$ cat config.mk
export PLATFORM = sky130hd
export DESIGN_NAME = serial_operand_feeder
export DESIGN_NICKNAME = d
export VERILOG_FILES = /design/src/rtl/serial_operand_feeder.sv
export SDC_FILE = /design/constraint.sdc
export NUM_CORES = 1
export LEC_CHECK = 0
export BUFFER_PORTS_ARGS = -buffer_cell sky130_fd_sc_hd__buf_4
export CAP_MARGIN = 20
export CORE_ASPECT_RATIO = 0.9
export CORE_MARGIN = 2
export CORE_UTILIZATION = 47
export DETAILED_ROUTE_END_ITERATION = 7
export PLACE_DENSITY = 0.75
export SYNTH_ARGS = -nofsm -noshare
export SYNTH_HDL_FRONTEND = slang
export SYNTH_SLANG_ARGS = --single-unit
$ cat constraint.sdc
create_clock -name clk -period 2.6 [get_ports clk]
set_input_delay 0 -clock clk [delete_from_list [all_inputs] [get_ports clk]]
set_output_delay 0 -clock clk [all_outputs]
set_load 0.02 [all_outputs]
$ cat src/rtl/serial_operand_feeder.sv
// Serial operand feeder: accepts {a,b,op} commands, shifts {a,b} MSB-first onto
// ser_bit over 16 cycles, then emits a one-cycle capture strobe to downstream.
module serial_operand_feeder #(
  parameter logic IDLE_BIT = 1'b0
) (
  input  logic       clk,
  input  logic       rst_n,
  input  logic       cmd_valid,
  output logic       cmd_ready,
  input  logic [7:0] cmd_a,
  input  logic [7:0] cmd_b,
  input  logic [1:0] cmd_op,
  output logic       ser_bit,
  output logic       cap_add,
  output logic       cap_and,
  output logic       busy,
  output logic       done
);

  typedef enum logic [1:0] {IDLE, SHIFT, STROBE} state_t;

  typedef struct packed {
    logic [7:0] a;
    logic [7:0] b;
    logic [1:0] op;
  } cmd_t;

  state_t      state_q, state_d;
  logic [3:0]  cnt_q, cnt_d;
  cmd_t        act_q, act_d;
  cmd_t        pend_q, pend_d;
  logic        pend_vld_q, pend_vld_d;
  logic        ser_bit_q, ser_bit_d;
  logic        cap_add_q, cap_add_d;
  logic        cap_and_q, cap_and_d;
  logic        done_q, done_d;
  logic        busy_q, busy_d;

  cmd_t        cmd_in;
  logic        accept;
  logic [15:0] shift_data;

  assign cmd_in    = '{a: cmd_a, b: cmd_b, op: cmd_op};
  assign cmd_ready = ~pend_vld_q;
  assign accept    = cmd_valid & ~pend_vld_q;

  always_comb begin
    // NOTE: every variable gets a default first so no path leaves it unassigned,
    // which would otherwise infer a latch.
    state_d    = state_q;
    cnt_d      = cnt_q;
    act_d      = act_q;
    pend_d     = pend_q;
    pend_vld_d = pend_vld_q;

    unique case (state_q)
      IDLE: begin
        if (accept) begin
          act_d   = cmd_in;
          cnt_d   = 4'd0;
          state_d = SHIFT;
        end
      end
      SHIFT: begin
        if (accept) begin
          pend_d     = cmd_in;
          pend_vld_d = 1'b1;
        end
        cnt_d = cnt_q + 4'd1;
        if (cnt_q == 4'd15) state_d = STROBE;
      end
      STROBE: begin
        // The slot drains before a new accept can be considered; accept is
        // already masked whenever the slot is full.
        if (pend_vld_q) begin
          act_d      = pend_q;
          pend_vld_d = 1'b0;
          cnt_d      = 4'd0;
          state_d    = SHIFT;
        end else if (accept) begin
          act_d   = cmd_in;
          cnt_d   = 4'd0;
          state_d = SHIFT;
        end else begin
          state_d = IDLE;
        end
      end
      default: state_d = IDLE;
    endcase
  end

  // Outputs are registered from the next-state view so they line up with the
  // state they describe, giving a[7] in the cycle right after acceptance.
  always_comb begin
    shift_data = {act_d.a, act_d.b};
    ser_bit_d  = (state_d == SHIFT) ? shift_data[4'd15 - cnt_d] : IDLE_BIT;
    cap_add_d  = (state_d == STROBE) & act_d.op[0];
    cap_and_d  = (state_d == STROBE) & act_d.op[1];
    done_d     = (state_d == STROBE);
    busy_d     = (state_d != IDLE);
  end

  always_ff @(posedge clk or negedge rst_n) begin
    if (!rst_n) begin
      // NOTE: the operand registers are reset too, so an aborted command leaves
      // nothing behind that could leak into a later one.
      state_q    <= IDLE;
      cnt_q      <= 4'd0;
      act_q      <= '0;
      pend_q     <= '0;
      pend_vld_q <= 1'b0;
      ser_bit_q  <= IDLE_BIT;
      cap_add_q  <= 1'b0;
      cap_and_q  <= 1'b0;
      done_q     <= 1'b0;
      busy_q     <= 1'b0;
    end else begin
      // NOTE: non-blocking assignments so all flops update from pre-edge values.
      state_q    <= state_d;
      cnt_q      <= cnt_d;
      act_q      <= act_d;
      pend_q     <= pend_d;
      pend_vld_q <= pend_vld_d;
      ser_bit_q  <= ser_bit_d;
      cap_add_q  <= cap_add_d;
      cap_and_q  <= cap_and_d;
      done_q     <= done_d;
      busy_q     <= busy_d;
    end
  end

  assign ser_bit = ser_bit_q;
  assign cap_add = cap_add_q;
  assign cap_and = cap_and_q;
  assign done    = done_q;
  assign busy    = busy_q;

endmodule

==> results of run 1 <==
-- placed cells by master, fill, tap and decap left out, types with 4 or more instances in the layout --
master and instances:
clkbuf_8 6, dfrtp_1 48, and2_1 4, nor2b_1 8
nand2_1 10, dlygate4sd3_1 19, nand3_1 5, buf_4 34
mux2i_1 4, mux2_2 20, nor2_1 14, o22a_1 30
o21ai_0 7
-- final cells by class --
class                   instances  area [um2]
multi-input cells             139        1070
well taps                      65        81.3
inverters                       3        11.3
clock buffers                   6        82.6
clock inverters                 2        38.8
flip-flops and latches         48        1200
fillers                       386        1910
repair buffers                 53         445
-- routing by layer --
layer / track usage / vias up / share of wire
li1: - / 845 / -
met1: 0.260 / 832 / 0.49
met2: 0.303 / 35 / 0.47
met3: 0.0383 / 4 / 0.038
met4: 0.0468 / 0 / 0.0064
met5: 0 / - / 0
-- cell families after synthesis --
| group | after synthesis | share of synthesized area |
|---|---|---|
| AO/OA/AOI/OAI | 60 | 0.212 |
| XOR/XNOR | 3 | 0.0112 |
| adder cells (fa/ha/maj) | 1 | 0.00532 |
| buffers and inverters | 16 | 0.0356 |
| flip-flops | 48 | 0.511 |
| multiplexers | 24 | 0.113 |
| AND/OR/NAND/NOR | 51 | 0.113 |
-- stage by stage --
step	setup WS (ns)	hold slack (ns)
after global placement	0.391	0.0483
after floorplan	0.622	-0.296
after detailed placement	0.317	0.0520
final	0.284	0.0931
after CTS	0.289	0.0791
after global routing	0.126	0.141
-- worst register-to-register path: stages, from the launching register on --
cell	delay (ns)
dfrtp_1	0.49
ha_1	0.32
mux2_2	0.27
a32oi_2	0.27
and3_1	0.21
a311oi_1	0.10
a2111oi_1	0.40
o22ai_1	0.13
-- power groups by stage --
stage	Combinational, mW	Sequential [mW]	Clock [mW]
2_1_floorplan	0.105	0.863	0
3_3_place_gp	0.165	0.869	0
3_5_place_dp	0.170	0.873	0
4_1_cts	0.194	0.858	0.577
5_1_grt	0.213	0.866	0.610
6_report	0.191	0.858	0.553
-- what timing repair did --
item                                    in CTS  in global routing
endpoints found under the hold margin       66                  0
hold buffers                                19                  0
endpoints found under the setup margin       0                  0
resized for setup                            0                  0
-- state kept, by name (all words and copies together), names as in the netlist --
name	cells
act_q	18
pend_q	18
cnt_q	4
state_q	2
busy	1
cap_add	1
cap_and	1
done	1
pend_vld_q	1
ser_bit	1
-- path summary, 6_finish.rpt --
kind	to	slack, ns
max in group asynchronous	state_q[1]	1.94
setup reg to reg	ser_bit	0.28
min in group asynchronous	pend_q[12]	0.24
hold reg to reg	act_q[7]	0.51
setup / recovery	ser_bit	0.28
hold / removal	pend_vld_q	0.09
==> qor.yml, run 1 <==
outcome:
  status: "complete, no violations"
global_routing:
  track_usage: 0.187
  grt-ovfl-total: 0
  grt_pass1_wl_um: 8190
  grt_pass1_vias: 1688
  grt_max_degree: 49
  antenna_found_initial: 0
setup_path:
  crit_type: "flop to flop"
  rr_worst_depth: 7
  r2r_start: "cnt_q[0]"
  worstPathMaxFanout: 9
  startpoint: "cnt_q[0]"
  worstPathArrival_ns: 2.48
  path_cells: "ha_1 -> mux2_2 -> a32oi_2 -> and3_1 -> a311oi_1 -> a2111oi_1 -> o22ai_1"
  crit_path_max_incr_delay_ns: 0.49
  cp-start-kind: "flop"
  cp_slowest_cell: "dfrtp_1"
  required_ns: 2.77
  path_buf_inv: 0
  worstSetupPathDepth: 7
  cp-end-kind: "flop"
  path_delay_family: "compound AO/OA/AOI/OAI gates"
sta:
  tns_ns: 0
  final_max_slew_viol_count: 0
  fmax_mhz: 432
  rsz0062_at_grt: "no"
  finalCritPeriodShare: 0.891
  finalHoldViolCount: 0
  timing.clock.skew_ns: 0.00519
  slew_headroom: 0.599
  setup_viol: 0
  tightest_slew_ns: 0.601
  period_needed_ns: 2.32
floorplanning:
  ios: 27
  rows: 24
  die_w_um: 78.6
  coreArea_um2: 4830
  die_h_um: 71.1
  die_area_um2: 5590
  start_util: 0.487
yosys:
  synth.distinct_cells: 44
  ys_top_cells_by_count: "dfrtp_1, o22a_1, mux2_2, nor2_1, nand2_1"
  yosysSeqAreaShare: 0.511
  syn_avg_cell_area_um2: 11.6
  ys_ff_latch: 48
  synth-main-ff-cell: "dfrtp_1"
  yosysTopAreaCellShare: 0.511
  synth_enable_flop_cells: 0
  async_reset_ff_frac: 1.00
  syn_area_um2: 2350
  synth_top_area_cell: "dfrtp_1"
  synth_cells: 203
  synth_most_common_cell: "dfrtp_1"
  synthesis.nets: 225
  synth_warnings: 0
  synth.area.top_cells: "dfrtp_1, o22a_1, mux2_2, nor2_1, nor2b_1"
cts:
  cts_setup_buffers: 0
  clk_latency_ns: 0.29
  cts_inserted_buffers: 5
  cts_tree: "built"
  root_buffer: "clkbuf_8"
  cts_sinks: 48
  cts_buffer_depth: 2
  cts_max_level: 2
  clk_pin_slew_ns: 0.09
finish:
  final_nets: 272
  num_antenna_cells: 0
  final_area_um2: 2930
  stdcell_count: 316
  area_growth_syn_to_layout_pct: 24.5
  layout-drive-gt1-share: 0.279
  final_util: 0.606
pwr:
  p_leak_nw: 1.23
  p_total_mw: 1.60
  sequentialPowerShare: 0.536
  netSwitchingFraction: 0.219
  internal_power_mw: 1.25
  p_clk_frac: 0.345
  power_per_cell_area_nw_per_um2: 547
  combPwrFrac: 0.119
  power_switching_uw: 351
  peakVddDrop_mv: 0.425
placement:
  dp_hpwl_um: 3160
  dp.cells: 289
  globalplace.congestion: 0.871
  numPortBuffers: 26
  dpl-instance-area_um2: 2620
hold_path:
  hold_path_startpoint: "cmd_valid"
  hold_class: "primary input to flop"
  hold_depth: 4
routing:
  routed_wl_um: 4690
  wl_per_cell_um: 14.8
  drc_errors: 0
  drt_iter0_markers: 109
  routed_via_density: 5.43
  ant_nets: 0
  num_vias: 1716
  dr.pass1.iters: 4
run:
  cap_violations: 0
Power figures use the tool's default switching activity.
==> inputs of run 2 (changes only) <==
--- a/config.mk
+++ b/config.mk
@@ -11,7 +11,7 @@
 export CORE_MARGIN = 2
 export CORE_UTILIZATION = 47
 export DETAILED_ROUTE_END_ITERATION = 7
-export PLACE_DENSITY = 0.75
+export PLACE_DENSITY = 0.66
 export SYNTH_ARGS = -nofsm -noshare
 export SYNTH_HDL_FRONTEND = slang
 export SYNTH_SLANG_ARGS = --single-unit
==> run 2 against run 1 <==
  * Utilization is 0.41 points higher
  * Routed wire length is 2.7% higher
  * Flip-flop and latch count stayed put
  * Critical path depth stayed put
  * Final area is 0.68% higher
  * Final cell count is 0.32% lower
  * First-iteration DRC count is 13% higher
  * Non-clock buffer count stayed put
  * Worst hold slack better by 0.023 ns
==> qor.yml, run 2 (synthesis results as in run 1) <==
outcome:
  status: "complete, no violations"
cts:
  cts_max_level: 2
  clk_pin_slew_ns: 0.09
  clk_latency_ns: 0.30
  root_buffer: "clkbuf_8"
  cts_buffer_depth: 2
  cts_tree: "built"
  cts_inserted_buffers: 5
  cts_sinks: 48
sta:
  timing.clock.skew_ns: 0.00826
  finalHoldViolCount: 0
  setup_viol: 0
  tightest_slew_ns: 0.594
  finalCritPeriodShare: 0.868
  fin_ws_ns: 0.343
  fmax_mhz: 443
  slew_headroom: 0.604
  tns_ns: 0
  holdWs_ns: 0.116
  rsz0062_at_grt: "no"
  final_max_slew_viol_count: 0
  period_needed_ns: 2.26
routing:
  dr.pass1.iters: 4
  ant_nets: 0
  routed_wl_um: 4820
  routed_via_density: 5.39
  num_vias: 1698
  drt_iter0_markers: 123
  wl_per_cell_um: 15.3
  drc_errors: 0
run:
  cap_violations: 0
pwr:
  combPwrFrac: 0.115
  netSwitchingFraction: 0.211
  p_leak_nw: 1.24
  power_per_cell_area_nw_per_um2: 566
  internal_power_mw: 1.32
  peakVddDrop_mv: 0.295
  p_total_mw: 1.67
  p_clk_frac: 0.372
  power_switching_uw: 351
  sequentialPowerShare: 0.513
finish:
  layout_commonest_cell: "dfrtp_1"
  final_area_um2: 2950
  largest_registers: "act_q: 18 flops, pend_q: 18 flops, cnt_q: 4 flops"
  stdcell_count: 315
  final_util: 0.610
  final_cell_mix: "dfrtp_1, buf_4, o22a_1"
  seq_area_um2: 1200
  num-fill-cells: 400
  layout-drive-gt1-share: 0.276
  num_antenna_cells: 0
  area_growth_syn_to_layout_pct: 25.3
  final_nets: 272
  multi_input_area_um2: 1070
floorplanning:
  die_area_um2: 5590
  start_util: 0.487
  die_h_um: 71.1
  coreArea_um2: 4830
  rows: 24
  ios: 27
  die_w_um: 78.6
global_routing:
  antenna_found_initial: 0
  grt_max_degree: 49
  grt_pass1_vias: 1671
  track_usage: 0.188
  grt-ovfl-total: 0
  grt_pass1_wl_um: 8100
setup_path:
  crit_type: "flop to flop"
  worstPathArrival_ns: 2.43
  cp-start-kind: "flop"
  worstPathMaxFanout: 9
  required_ns: 2.78
  cp-end-kind: "flop"
placement:
  dp.cells: 289
  dpl-instance-area_um2: 2630
  pre_cts_slack_ns: 0.355
  dp_hpwl_um: 3210
  globalplace.congestion: 0.916
  numPortBuffers: 26
hold_path:
  hold_class: "primary input to flop"
run 2: cell types whose count changed in the layout (fill, tap and decap cells not counted):
cell       previous run  this run
clkinv_4              1         0
bufinv_16             1         2
buf_4                34        33
clkbuf_8              6         5
buf_12                0         1
run 2: per-layer routing:
metal,global-route usage,share of wire,vias to the layer above
li1,-,-,840
met1,0.267,0.50,819
met2,0.286,0.45,30
met3,0.0357,0.031,9
met4,0.0760,0.018,0
met5,0,0,-
run 2: final cells by class:
cell class,instances,area share
Clock buffer,5,0.0233
Clock inverter,2,0.0204
Inverter,3,0.00382
Multi-Input combinational cell,139,0.362
Sequential cell,48,0.407
Tap cell,65,0.0276
Timing Repair Buffer,53,0.155
run 2: timing repair:
item                                   in CTS  in global routing
hold buffers                               19                  0
setup buffers                               0                  0
resized for setup                           0                  0
endpoints found under the hold margin      66                  0
run 2: final timing paths:
kind	from	to	slack (ns)	cells after the start
setup / recovery	cnt_q[0]	ser_bit	0.34	7
hold / removal	cmd_valid	pend_vld_q	0.12	4
setup reg to reg	cnt_q[0]	ser_bit	0.34	7
hold reg to reg	act_q[17]	act_q[17]	0.51	2
max in group asynchronous	rst_n	state_q[1]	1.95	2
min in group asynchronous	rst_n	pend_q[10]	0.25	2
run 2: power groups by stage:
stage	logic [mW]	clock network [mW]	registers [mW]
after floorplan	0.105	0	0.863
after detailed placement	0.170	0	0.871
after global placement	0.167	0	0.870
after CTS	0.193	0.634	0.856
after global routing	0.211	0.665	0.865
final	0.191	0.620	0.856
run 2: critical path, cell delays in order, from the launching register on:
cell and delay (ns):
dfrtp_1 0.49, ha_1 0.33, mux2_2 0.27, a32oi_2 0.27, and3_1 0.21, a311oi_1 0.10, a2111oi_1 0.35, o22ai_1 0.12
==> inputs of run 3 (changes only) <==
--- a/config.mk
+++ b/config.mk
@@ -5,13 +5,14 @@
 export SDC_FILE = /design/constraint.sdc
 export NUM_CORES = 1
 export LEC_CHECK = 0
+export ABC_AREA = 1
 export BUFFER_PORTS_ARGS = -buffer_cell sky130_fd_sc_hd__buf_4
 export CAP_MARGIN = 20
 export CORE_ASPECT_RATIO = 0.9
 export CORE_MARGIN = 2
 export CORE_UTILIZATION = 47
 export DETAILED_ROUTE_END_ITERATION = 7
-export PLACE_DENSITY = 0.66
+export PLACE_DENSITY = 0.67
 export SYNTH_ARGS = -nofsm -noshare
 export SYNTH_HDL_FRONTEND = slang
 export SYNTH_SLANG_ARGS = --single-unit
==> run 3 against run 2 <==
  * Final cell count grew 21%
  * Worst hold slack gained 0.039 ns
  * Synthesized cell count grew 32%
  * Utilization shrank 2.2 points
  * Final area shrank 4.8%
  * Clock power shrank 31%
  * Non-clock buffer count shrank 6
  * Synthesized area shrank 2.5%
  * Register-to-register slack gained 0.31 ns
  * Critical path depth grew 4
  * Maximum frequency grew 16%
==> qor.yml, run 3 <==
yosys:
  synth_top_family_by_area: "simple AND/OR/NAND/NOR gates"
  yosysSeqAreaShare: 0.524
  synth_fa_ha_area_frac: 0.00546
  syn_area_um2: 2290
  synth.distinct_cells: 25
  synth_most_common_cell: "nand2_1"
  synthMuxAreaShare: 0.0344
  synthSimpleGateAreaFrac: 0.282
  async_reset_ff_frac: 1.00
  yosysTopAreaCellShare: 0.524
  synth-main-ff-cell: "dfrtp_1"
  syn_avg_cell_area_um2: 8.59
  ys_ff_latch: 48
  synth_warnings: 0
  synth_xor_area_frac: 0
  synth_compound_area_frac: 0.0851
  ys_top_cells_by_count: "nand2_1, dfrtp_1, nor2_1, inv_1, o21ai_0"
  synth_top_area_cell: "dfrtp_1"
  synthesis.nets: 289
  synth_enable_flop_cells: 0
  synth_cells: 267
  synth.area.top_cells: "dfrtp_1, nand2_1, nor2_1, o21ai_0, inv_1"
setup_path:
  rr_worst_depth: 11
  worstPathMaxFanout: 17
  required_ns: 2.84
  cp-end-kind: "flop"
  crit_type: "flop to flop"
  cp-start-kind: "flop"
  worstPathArrival_ns: 2.19
cts:
  clk_latency_ns: 0.30
  cts_sinks: 48
  cts_inserted_buffers: 5
  cts_max_level: 2
  root_buffer: "clkbuf_8"
  post_cts_resized: 0
  clk_pin_slew_ns: 0.09
  cts_buffer_depth: 2
  cts_tree: "built"
floorplanning:
  rows: 24
  coreArea_um2: 4770
  start_util: 0.480
  die_w_um: 77.6
  die_h_um: 70.3
  die_area_um2: 5460
  ios: 27
sta:
  slew_headroom: 0.595
  fmax_mhz: 514
  fin_ws_ns: 0.655
  finalCritPeriodShare: 0.748
  tightest_slew_ns: 0.608
  period_needed_ns: 1.95
  final_max_slew_viol_count: 0
  rsz0062_at_grt: "no"
  setup_viol: 0
  holdWs_ns: 0.155
  timing.clock.skew_ns: 0.00635
  finalHoldViolCount: 0
  tns_ns: 0
finish:
  largest_registers: "act_q: 18 flops, pend_q: 18 flops, cnt_q: 4 flops"
  layout-drive-gt1-share: 0.203
  final_cell_mix: "nand2_1, dfrtp_1, nor2_1"
  num_antenna_cells: 0
  final_area_um2: 2810
  layout_commonest_cell: "nand2_1"
  final_util: 0.588
  final_nets: 337
  area_growth_syn_to_layout_pct: 22.4
placement:
  pre_cts_slack_ns: 0.653
  numPortBuffers: 26
  dpl-instance-area_um2: 2540
  dp_hpwl_um: 3200
  globalplace.congestion: 0.851
pwr:
  combPwrFrac: 0.428
  sequentialPowerShare: 0.429
  internal_power_mw: 1.78
  power_switching_mw: 1.19
  peakVddDrop_mv: 0.562
  netSwitchingFraction: 0.400
  p_clk_frac: 0.144
  power_per_cell_area_nw_per_um2: 1060
  p_leak_nw: 1.39
global_routing:
  grt_max_degree: 49
  antenna_found_initial: 0
  grt_util_met1: 0.279
  use_met3: 0.0413
  grt-ovfl-total: 0
  grt_pass1_vias: 1853
  busiest_layer: "met2"
  grt_pass1_wl_um: 8530
  use_met2: 0.305
  track_usage: 0.198
routing:
  routed_via_density: 4.91
  num_vias: 1866
  drt_iter0_markers: 94
  routed_wl_um: 4730
  wl_per_cell_um: 12.5
  drc_errors: 0
  dr.pass1.iters: 4
  ant_nets: 0
hold_path:
  hold_depth: 3
  hold_class: "primary input to flop"
run:
  cap_violations: 0
outcome:
  status: "complete, no violations"
-- run 3: area by class of cell --
cell class	count	area, um2
fill	430	1970
sequential	48	1200
multi-input combinational	183	932
clock buffer	6	72.6
tap	65	81.3
clock inverter	1	5.00
timing repair buffer	47	400
inverter	30	115
-- run 3: cells by family (layout without fill, tap and decap cells) --
logic type | Yosys count | in the layout
muxes | 7 | 7
AOI/OAI and AO/OA | 35 | 35
adders and majority gates | 1 | 1
and+or+nand+nor | 140 | 140
buffers and inverters | 36 | 84
DFF | 48 | 48
-- run 3: path summary, 6_finish.rpt --
kind	startpoint	to	slack, ns
setup / recovery	state_q[0]	ser_bit	0.65
hold / removal	cmd_valid	busy	0.15
setup reg to reg	state_q[0]	ser_bit	0.65
hold reg to reg	pend_q[8]	pend_q[8]	0.49
max in group asynchronous	rst_n	act_q[1]	1.93
min in group asynchronous	rst_n	pend_q[4]	0.24
-- run 3: metrics by stage --
| stage | power [mW] | std cells |
|---|---|---|
| floorplan | 2.23 | 267 |
| global placement | 2.52 | 354 |
| detailed placement | 2.53 | 354 |
| CTS | 2.98 | 380 |
| global route | 3.25 | 380 |
| finish | 2.96 | 380 |
-- run 3: critical path, stage by stage, from the launching register on --
cell and delay (ns):
dfrtp_1 0.43, inv_2 0.25, nand3_4 0.24, nand2_4 0.29, nor2_1 0.07, nor2_1 0.16
nand2_1 0.07, nand3_1 0.10, nand3_1 0.08, nand2_1 0.06, nor2_1 0.04, nor2_1 0.09
-- run 3: what timing repair did --
action,in CTS,in global routing
hold buffers,19,0
setup buffers,0,0
hold endpoints to repair,68,0
-- run 3: metal layers --
metal	wire, um	share of wire	vias up
li1	-	-	949
met1	2330	0.49	859
met2	2070	0.44	48
met3	251	0.053	10
met4	79	0.017	0
met5	0	0	-
-- run 3: power by group through the flow --
stage | combinational (mW) | clock (mW) | sequential [mW]
6_report | 1.27 | 0.425 | 1.27
3_5_place_dp | 1.25 | 0 | 1.28
2_1_floorplan | 0.963 | 0 | 1.26
3_3_place_gp | 1.23 | 0 | 1.28
5_1_grt | 1.48 | 0.466 | 1.31
4_1_cts | 1.28 | 0.439 | 1.27
